### src/rtl/sdram_port_arbiter.sv
// Three-port arbiter in front of one sdram_controller: port 0 fixed priority, ports 1/2 round-robin.
// Optional starvation promotion for ports 1/2 is enabled by defining SDRAM_ARB_STARVE_EN.
module sdram_port_arbiter #(
    parameter int ADDR_W  = 24,
    parameter int BURST_W = 10
`ifdef SDRAM_ARB_STARVE_EN
    , parameter int STARVE_LIMIT = 64
`endif
) (
    input  logic                 clk,
    input  logic                 reset_n,
    input  logic                 sdram_init_done,
    input  logic [2:0]           p_req,
    input  logic [2:0]           p_we,
    input  logic [3*ADDR_W-1:0]  p_addr,
    input  logic [3*BURST_W-1:0] p_burst,
    input  logic [47:0]          p_wdata,
    input  logic [5:0]           p_wmask,
    output logic [2:0]           p_ack,
    output logic [2:0]           p_wr_take,
    output logic [2:0]           p_rd_valid,
    output logic [15:0]          rd_data,
    output logic [ADDR_W-1:0]    sdram_rw_addr,
    output logic                 sdram_rd_req,
    output logic [BURST_W-1:0]   sdram_rd_burst,
    input  logic                 sdram_rd_ack,
    input  logic [15:0]          sdram_dout,
    output logic                 sdram_wr_req,
    output logic [BURST_W-1:0]   sdram_wr_burst,
    input  logic                 sdram_wr_ack,
    output logic [15:0]          sdram_din,
    output logic [1:0]           sdram_mask
);
    typedef enum logic [1:0] {IDLE, ISSUE, BURST, DONE} state_t;

    state_t               state_q, state_d;
    logic [1:0]           gnt_q, gnt_d, rr_last_q, rr_last_d;
    logic [ADDR_W-1:0]    cmd_addr_q, cmd_addr_d, rw_addr_q, rw_addr_d;
    logic                 cmd_we_q, cmd_we_d;
    logic [BURST_W-1:0]   cmd_burst_q, cmd_burst_d, beat_q, beat_d, burst_out_q, burst_out_d;
    logic [15:0]          rd_data_q, rd_data_d;
    logic [2:0]           rd_valid_q, rd_valid_d, ack_q, ack_d;
    logic                 rd_req_q, rd_req_d, wr_req_q, wr_req_d;
    logic [1:0]           rr_pick, win;
    logic [2:1]           starved;
    logic                 grant_now, wr_phase, beat_ack;

    assign grant_now = (state_q == IDLE) && sdram_init_done && (|p_req);

`ifdef SDRAM_ARB_STARVE_EN
    localparam logic [7:0] STARVE_TH = (STARVE_LIMIT > 255) ? 8'd255 : 8'(STARVE_LIMIT);
    logic [2:1][7:0] starve_cnt_q, starve_cnt_d;

    always_comb begin
        starved = '0;
        for (int i = 1; i <= 2; i++)
            starved[i] = p_req[i] && (starve_cnt_q[i] >= STARVE_TH);
    end

    // A port being served (ISSUE..DONE) is not waiting, so its counter stands still.
    always_comb begin
        starve_cnt_d = starve_cnt_q;
        for (int i = 1; i <= 2; i++) begin
            if (grant_now && win == 2'(i))
                starve_cnt_d[i] = '0;
            else if (p_req[i] && !(state_q != IDLE && gnt_q == 2'(i)) && starve_cnt_q[i] != 8'hff)
                starve_cnt_d[i] = starve_cnt_q[i] + 8'd1;
        end
    end

    always_ff @(posedge clk or negedge reset_n) begin
        if (!reset_n) starve_cnt_q <= '0;
        else          starve_cnt_q <= starve_cnt_d;
    end
`else
    assign starved = '0;
`endif

    always_comb begin
        if (p_req[1] && p_req[2]) rr_pick = (rr_last_q == 2'd1) ? 2'd2 : 2'd1;
        else                      rr_pick = p_req[1] ? 2'd1 : 2'd2;
        if (starved == 2'b11)     win = rr_pick;
        else if (starved[1])      win = 2'd1;
        else if (starved[2])      win = 2'd2;
        else if (p_req[0])        win = 2'd0;
        else                      win = rr_pick;
    end

    assign wr_phase  = (state_q == BURST) && cmd_we_q;
    assign beat_ack  = cmd_we_q ? sdram_wr_ack : sdram_rd_ack;
    assign sdram_din  = wr_phase ? p_wdata[int'(gnt_q)*16 +: 16] : 16'h0;
    assign sdram_mask = wr_phase ? p_wmask[int'(gnt_q)*2 +: 2] : 2'b00;
    assign p_wr_take  = (wr_phase && sdram_wr_ack) ? (3'b001 << gnt_q) : 3'b000;

    always_comb begin
        state_d     = state_q;
        gnt_d       = gnt_q;
        rr_last_d   = rr_last_q;
        cmd_addr_d  = cmd_addr_q;
        cmd_we_d    = cmd_we_q;
        cmd_burst_d = cmd_burst_q;
        beat_d      = beat_q;
        burst_out_d = burst_out_q;
        rw_addr_d   = rw_addr_q;
        rd_data_d   = rd_data_q;
        rd_valid_d  = 3'b000;
        ack_d       = ack_q;
        rd_req_d    = rd_req_q;
        wr_req_d    = wr_req_q;
        case (state_q)
            IDLE: if (grant_now) begin
                gnt_d       = win;
                cmd_addr_d  = p_addr[int'(win)*ADDR_W +: ADDR_W];
                cmd_we_d    = p_we[win];
                cmd_burst_d = p_burst[int'(win)*BURST_W +: BURST_W];
                if (cmd_burst_d == '0) begin
                    state_d = DONE;
                    ack_d   = 3'b001 << win;
                end else begin
                    state_d = ISSUE;
                end
            end
            ISSUE: begin
                rw_addr_d   = cmd_addr_q;
                burst_out_d = cmd_burst_q;
                rd_req_d    = !cmd_we_q;
                wr_req_d    = cmd_we_q;
                beat_d      = '0;
                state_d     = BURST;
            end
            BURST: if (beat_ack) begin
                beat_d = beat_q + 1'b1;
                if (!cmd_we_q) begin
                    rd_data_d  = sdram_dout;
                    rd_valid_d = 3'b001 << gnt_q;
                end
                if (beat_q == cmd_burst_q - 1'b1) begin
                    rd_req_d = 1'b0;
                    wr_req_d = 1'b0;
                    ack_d    = 3'b001 << gnt_q;
                    state_d  = DONE;
                end
            end
            DONE: if (!p_req[gnt_q]) begin
                ack_d   = 3'b000;
                state_d = IDLE;
                if (gnt_q != 2'd0) rr_last_d = gnt_q;
            end
            default: state_d = IDLE;
        endcase
    end

    always_ff @(posedge clk or negedge reset_n) begin
        if (!reset_n) begin
            state_q     <= IDLE;
            gnt_q       <= '0;
            rr_last_q   <= 2'd2;
            cmd_addr_q  <= '0;
            cmd_we_q    <= 1'b0;
            cmd_burst_q <= '0;
            beat_q      <= '0;
            burst_out_q <= '0;
            rw_addr_q   <= '0;
            rd_data_q   <= '0;
            rd_valid_q  <= '0;
            ack_q       <= '0;
            rd_req_q    <= 1'b0;
            wr_req_q    <= 1'b0;
        end else begin
            state_q     <= state_d;
            gnt_q       <= gnt_d;
            rr_last_q   <= rr_last_d;
            cmd_addr_q  <= cmd_addr_d;
            cmd_we_q    <= cmd_we_d;
            cmd_burst_q <= cmd_burst_d;
            beat_q      <= beat_d;
            burst_out_q <= burst_out_d;
            rw_addr_q   <= rw_addr_d;
            rd_data_q   <= rd_data_d;
            rd_valid_q  <= rd_valid_d;
            ack_q       <= ack_d;
            rd_req_q    <= rd_req_d;
            wr_req_q    <= wr_req_d;
        end
    end

    assign p_ack          = ack_q;
    assign p_rd_valid     = rd_valid_q;
    assign rd_data        = rd_data_q;
    assign sdram_rw_addr  = rw_addr_q;
    assign sdram_rd_req   = rd_req_q;
    assign sdram_wr_req   = wr_req_q;
    assign sdram_rd_burst = burst_out_q;
    assign sdram_wr_burst = burst_out_q;
endmodule

### config.mk
export PLATFORM = sky130hd
export DESIGN_NAME = sdram_port_arbiter
export DESIGN_NICKNAME = d
export VERILOG_FILES = /design/src/rtl/sdram_port_arbiter.sv
export SDC_FILE = /design/constraint.sdc
export NUM_CORES = 1
export LEC_CHECK = 0
export BUFFER_PORTS_ARGS = -buffer_cell sky130_fd_sc_hd__clkbuf_2
export CAP_MARGIN = 0
export CORE_ASPECT_RATIO = 1.2
export CORE_MARGIN = 2
export CORE_UTILIZATION = 45
export CTS_BUF_LIST = sky130_fd_sc_hd__clkbuf_2 sky130_fd_sc_hd__clkbuf_4 sky130_fd_sc_hd__clkbuf_8
export CTS_CLUSTER_SIZE = 20
export DETAILED_ROUTE_END_ITERATION = 16
export GPL_ROUTABILITY_DRIVEN = 0
export HOLD_SLACK_MARGIN = 0.08
export PLACE_DENSITY = 0.77
export SLEW_MARGIN = 30
export SYNTH_ARGS = -nofsm -noshare
export SYNTH_HDL_FRONTEND = slang
export SYNTH_SLANG_ARGS = --single-unit
### constraint.sdc
create_clock -name clk -period 3.4 [get_ports clk]
set_clock_uncertainty 0.15 [all_clocks]
set_input_delay 0.17 -clock clk [delete_from_list [all_inputs] [get_ports clk]]
set_output_delay 0.17 -clock clk [all_outputs]
set_load 0.03 [all_outputs]
== Word-level counts from Yosys, hierarchy flattened ==
Cells that the tools add are included.

* Flip-flop bits (word level): 109
* Bits of input ports: 183
* Output and inout port bits: 89
* Logic and storage cells: 90

* Add/sub/neg operators: 2
* $mul: 2
* Order comparisons: 2
* Eq/ne operators: 10
* Shift operators: 6
* Muxes and demuxes: 33
* Bitwise logic cells: 2
* Reductions and logical operators: 19

{| class="wikitable"
|+ Operator list
! cell !! number
|-
| 72-bit by 8-bit indexed part select with 24-bit output || 1
|-
| 48-bit by 7-bit indexed part select with 16-bit output || 1
|-
| 30-bit by 7-bit indexed part select with 10-bit output || 1
|-
| 3-bit 2-to-1 mux || 9
|-
| 2-bit 2-to-1 mux || 10
|-
| 10-bit one-hot mux with 2 select lines || 1
|-
| 16-bit 2-to-1 mux || 1
|-
| 10-bit by 1-bit adder with 10-bit output, second input constant || 1
|-
| 10-bit == test || 1
|-
| 10-bit logical NOT || 1
|-
| 10-bit 2-to-1 mux || 1
|-
| 10-bit by 1-bit subtractor with 10-bit output, second input constant || 1
|-
| 3-bit one-hot mux with 3 select lines || 1
|-
| 3-bit AND reduction || 3
|-
| 2-bit one-hot mux with 4 select lines || 1
|-
| 2-bit by 3-bit < comparator with 1-bit output, second input constant || 2
|-
| 2-bit inequality test, second input constant || 3
|-
| 6-bit AND reduction || 1
|-
| 6-bit by 4-bit indexed part select with 2-bit output || 1
|-
| 1-bit by 2-bit << shifter with 3-bit output, first input constant || 2
|-
| 1-bit logical AND || 5
|-
| 2-bit by 3-bit multiplier with 5-bit output, second input constant || 1
|-
| 1-bit 2-to-1 mux || 5
|-
| 1-bit binary-select mux with 2-bit select || 2
|-
| other kinds (13) || 20
|}

== Depth between registers and ports, before layout ==
* Depth in word-level cells: 10
* Gate-level depth with buffers: 9
* Mapped depth without buffers: 9

== Least setup slack after synthesis ==
Ideal clock, no wire load.

* Kind: register to register
* From: register cmd_burst_q[0]
* To: register ack_q[0] (netlist: p_ack[0])
* Library setup time: 128 ps
* Arrival: 2400 ps
* Data required time: 3122 ps
* Setup slack: 723 ps
* Cell stages (with the launch flop): 8
* Buffers on the path: 0
* Period minus slack after synthesis: 2677 ps
* Cells stage by stage: dfrtp_1 or3_4 or4b_1 a32oi_1 nand3_1 nor4_4 o2111ai_2 mux2_1

* Cells in the longest elaborated chain, start to end: 4

{| class="wikitable"
|+ RTL lines
! what !! RTL line !! source
|-
| start, declared || 40 || <nowiki>logic [BURST_W-1:0] cmd_burst_q, cmd_burst_d, beat_q, beat_d, burst_out_q, burst_out_d;</nowiki>
|-
| start signal, assigned || 175 || <nowiki>cmd_burst_q <= cmd_burst_d;</nowiki>
|-
| 10-bit by 1-bit subtractor with 10-bit output || 137 || <nowiki>if (beat_q == cmd_burst_q - 1'b1) begin</nowiki>
|-
| 10-bit == test || 137 ||
|-
| 2-bit by 1-bit inequality test with 1-bit output (no source line) || -- ||
|-
| 6-bit AND reduction (no source line) || -- ||
|-
| end signal, assigned || 181 || <nowiki>ack_q <= ack_d;</nowiki>
|-
| end, declared || 42 || <nowiki>logic [2:0] rd_valid_q, rd_valid_d, ack_q, ack_d;</nowiki>
|}

No other way between the ends.
A chain may end at the register's enable or synchronous reset.

== Worst setup path in the final report ==
Same ends and word-level chain as after synthesis.

==> impl_metrics.env <==
export IMPL_viasPerCell=5.26
export IMPL_overflow=0
export IMPL_setup_viol=0
export IMPL_holdWs_ps=98.5
export IMPL_synth_main_ff_cell="dfrtp_1"
export IMPL_cts_tree="done"
export IMPL_syn_num_nets=846
export IMPL_io_pins=272
export IMPL_critPathSlowestCell="or4b_1"
export IMPL_critPathMaxFanout=6
export IMPL_grt_pass1_vias=5756
export IMPL_crit_type="reg -> reg"
export IMPL_clk_latency_ps=370
export IMPL_fmax_ghz=0.346
export IMPL_die_h_um=131
export IMPL_rows=46
export IMPL_cp_required_ps=3510
export IMPL_vias=6019
export IMPL_dr_first_iter_drc_count=301
export IMPL_worstMarginPinSlew_ps=735
export IMPL_crit_buf_inv=0
export IMPL_synthCells=657
export IMPL_fill_cells=1111
export IMPL_synth_edff_count=0
export IMPL_hp_class="in -> reg"
export IMPL_fp_dieW_um=110
export IMPL_dieArea_um2=14400
export IMPL_seq_area_frac_synth_pct=45.2
export IMPL_port_buffers=271
export IMPL_cap_violations=0
export IMPL_cp_end_kind="register"
export IMPL_h_tree_depth=3
export IMPL_synth_async_reset_ratio_pct=100
export IMPL_yosys_warnings=0
export IMPL_min_period_ps=2890
export IMPL_clk_pin_slew_ps=100
export IMPL_hold_viol=0
export IMPL_cts_inserted_buffers=9
export IMPL_worstPathArrival_ps=3000
export IMPL_core_um2=13200
export IMPL_fin_nets=1161
export IMPL_seq_area_um2=2730
export IMPL_cp_top_family="simple AND/OR/NAND/NOR gates"
export IMPL_crit_path_start_kind="register"
export IMPL_synth_distinct_cells=48
export IMPL_wl_per_cell_um=16.3
export IMPL_routed_wirelength_um=18700
export IMPL_grt_first_pass_wirelength_um=28700
export IMPL_root_buffer="clkbuf_8"
export IMPL_hpwl_um=13100
export IMPL_ys_ff_latch=109
export IMPL_relSlewSlack_pct=50.9
export IMPL_antenna_found_initial=1
export IMPL_clkSinkCount=109
export IMPL_critical_path_cell_chain="or3_4 > or4b_1 > a32oi_1 > nand3_1 > nor4_4 > o2111ai_2 > mux2_1"
export IMPL_status="finished clean"
export IMPL_grt_max_degree=77
export IMPL_dr_pass1_iters=4
export IMPL_max_stage_delay_ps=500
export IMPL_multiInputGateArea_um2=3060
export IMPL_drc_errors=0
export IMPL_p_per_area_nw_per_um2=312
export IMPL_r2r_slack_ps=510
export IMPL_rsz0062_at_grt="no"
export IMPL_leakage_nw=4.23
export IMPL_ctsLongestPathBuffers=2
export IMPL_synth_area_um2=6040
export IMPL_grt_use_total_pct=25.6
export IMPL_setup_tns_ps=0
export IMPL_area_delta_synth_final_pct=39.2
export IMPL_diodes=0
export IMPL_syn_avg_cell_area_um2=9.19
export IMPL_final_antenna_net_count=0
export IMPL_finalCritPeriodShare_pct=84.9
export IMPL_start_util_pct=45.8
export IMPL_irDropWorstVdd_mv=0.222
export IMPL_layout_drive_gt1_share_pct=37.4
export IMPL_drv_slew=0
cells in the final DEF (no fill, tap or decap), drive strengths merged, types with 6 or more instances in the layout:
cell type    synthesis  final
nand2              112    112
ha                   6      6
nor2                55     55
a21oi               75     75
nand2b              11     11
o31ai                6      6
nand3                6      6
nor3b                7      7
o21ai               47     47
buf                 18     14
inv                  7      7
mux2i               29     29
dlygate4sd3          0     74
nor3                10     10
clkbuf              36    284
xor2                 8      8
mux2                62     62
dfrtp              108    108
and3                 6      6
state kept, by name, indices dropped and copies added (netlist names):
signal          flops
beat_q             10
cmd_addr_q         24
cmd_burst_q        10
cmd_we_q            1
gnt_q               2
p_ack               3
p_rd_valid          3
rd_data            16
rr_last_q           2
sdram_rd_burst     10
sdram_rd_req        1
sdram_rw_addr      24
sdram_wr_req        1
state_q             2
cell usage after synthesis, drive strengths merged, types with 2 or more instances:
library cell  instances  share of area, %
nand4                 3              0.31
nor2b                 5              0.52
dfrtp               108                45
nand3                 6              0.50
o31ai                 6              0.75
a31oi                 2              0.21
o211ai                2              0.25
clkbuf               36               2.3
nor2                 55               3.4
and3                  6              0.62
ha                    6               1.2
nand2               112               7.0
xnor2                 5              0.73
nand2b               11               1.1
nor3b                 7              0.87
a31o                  2              0.29
o22ai                 2              0.21
mux2                 62                12
xor2                  8               1.2
inv                   7              0.44
mux2i                29               4.8
a21oi                75               6.2
buf                  18               1.7
nand3b                5              0.62
a21boi                2              0.25
o21ai                47               3.9
nor3                 10              0.83
nor4                  4              0.66
worst register-to-register path: stages (launching register included):
cell       delay (ps)
dfrtp_1           450
or3_4             410
or4b_1            500
a32oi_1           170
nand3_1           140
nor4_4            400
o2111ai_2         190
mux2_1            370
cells by family after synthesis:
kind of cell / Yosys count / share of synthesized area, %
adders and majority gates: 6 / 1.24
buffers and inverters: 61 / 4.44
DFF: 109 / 45.2
and+or+nand+nor: 228 / 17.1
muxes: 91 / 16.4
AOI/OAI and AO/OA: 149 / 13.8
xor gates and xnor gates: 13 / 1.89
layout make-up:
class                      count  area share [%]
timing repair buffer         358            26.2
tap                          168            2.50
multi-input combinational    487            36.4
sequential                   109            32.5
clock buffer                  14            2.00
clock inverter                 2           0.119
inverter                       7           0.313
metrics by stage:
step / util [%] / cells / worst slack, ps / total power, W / cell area (µm²)
after floorplan: - / 657 / 723 / 0.00162 / 6040
after CTS: 63.7 / 1145 / 504 / 0.00263 / 8400
after detailed placement: 56.8 / 1055 / 540 / 0.00183 / 7480
after global placement: 56.8 / 1055 / 575 / 0.00182 / 7480
after global routing: 63.8 / 1145 / 361 / 0.00275 / 8400
final: 63.8 / 1145 / 513 / 0.00262 / 8400
what timing repair did:
item / 4_1_cts / 5_1_grt
resized for setup: 0 / 0
hold buffers: 74 / 0
setup buffers: 0 / 0
hold endpoints to repair: 126 / 0
metal layers:
metal / vias to the layer above / track usage (%) / share of wire, %
li1: 2887 / - / -
met1: 2892 / 32.6 / 41
met2: 207 / 43.2 / 51
met3: 33 / 6.25 / 5.9
met4: 0 / 7.30 / 2.1
met5: - / 0 / 0
report_power, final:
group	switching, W	internal (W)	leakage [nW]
combinational	0.000249	0.000256	2.66
sequential	0.0000510	0.00134	1.47
clock	0.000411	0.000318	0.0981
path summary, 6_finish.rpt:
| path | startpoint | endpoint | cells past startpoint |
|---|---|---|---|
| max | cmd_burst_q[0]$_DFFE_PN0P_ | p_ack[0]$_DFFE_PN0P_ | 7 |
| min | p_burst[18] | cmd_burst_q[8]$_DFFE_PN0P_ | 4 |
| max reg2reg | cmd_burst_q[0]$_DFFE_PN0P_ | p_ack[0]$_DFFE_PN0P_ | 7 |
| min reg2reg | cmd_addr_q[0]$_DFFE_PN0P_ | cmd_addr_q[0]$_DFFE_PN0P_ | 2 |
| max in group asynchronous | reset_n | rd_data[5]$_DFFE_PN0P_ | 3 |
| min in group asynchronous | reset_n | sdram_rw_addr[2]$_DFFE_PN0P_ | 2 |
Note: power is estimated with default switching activity, not from simulation.
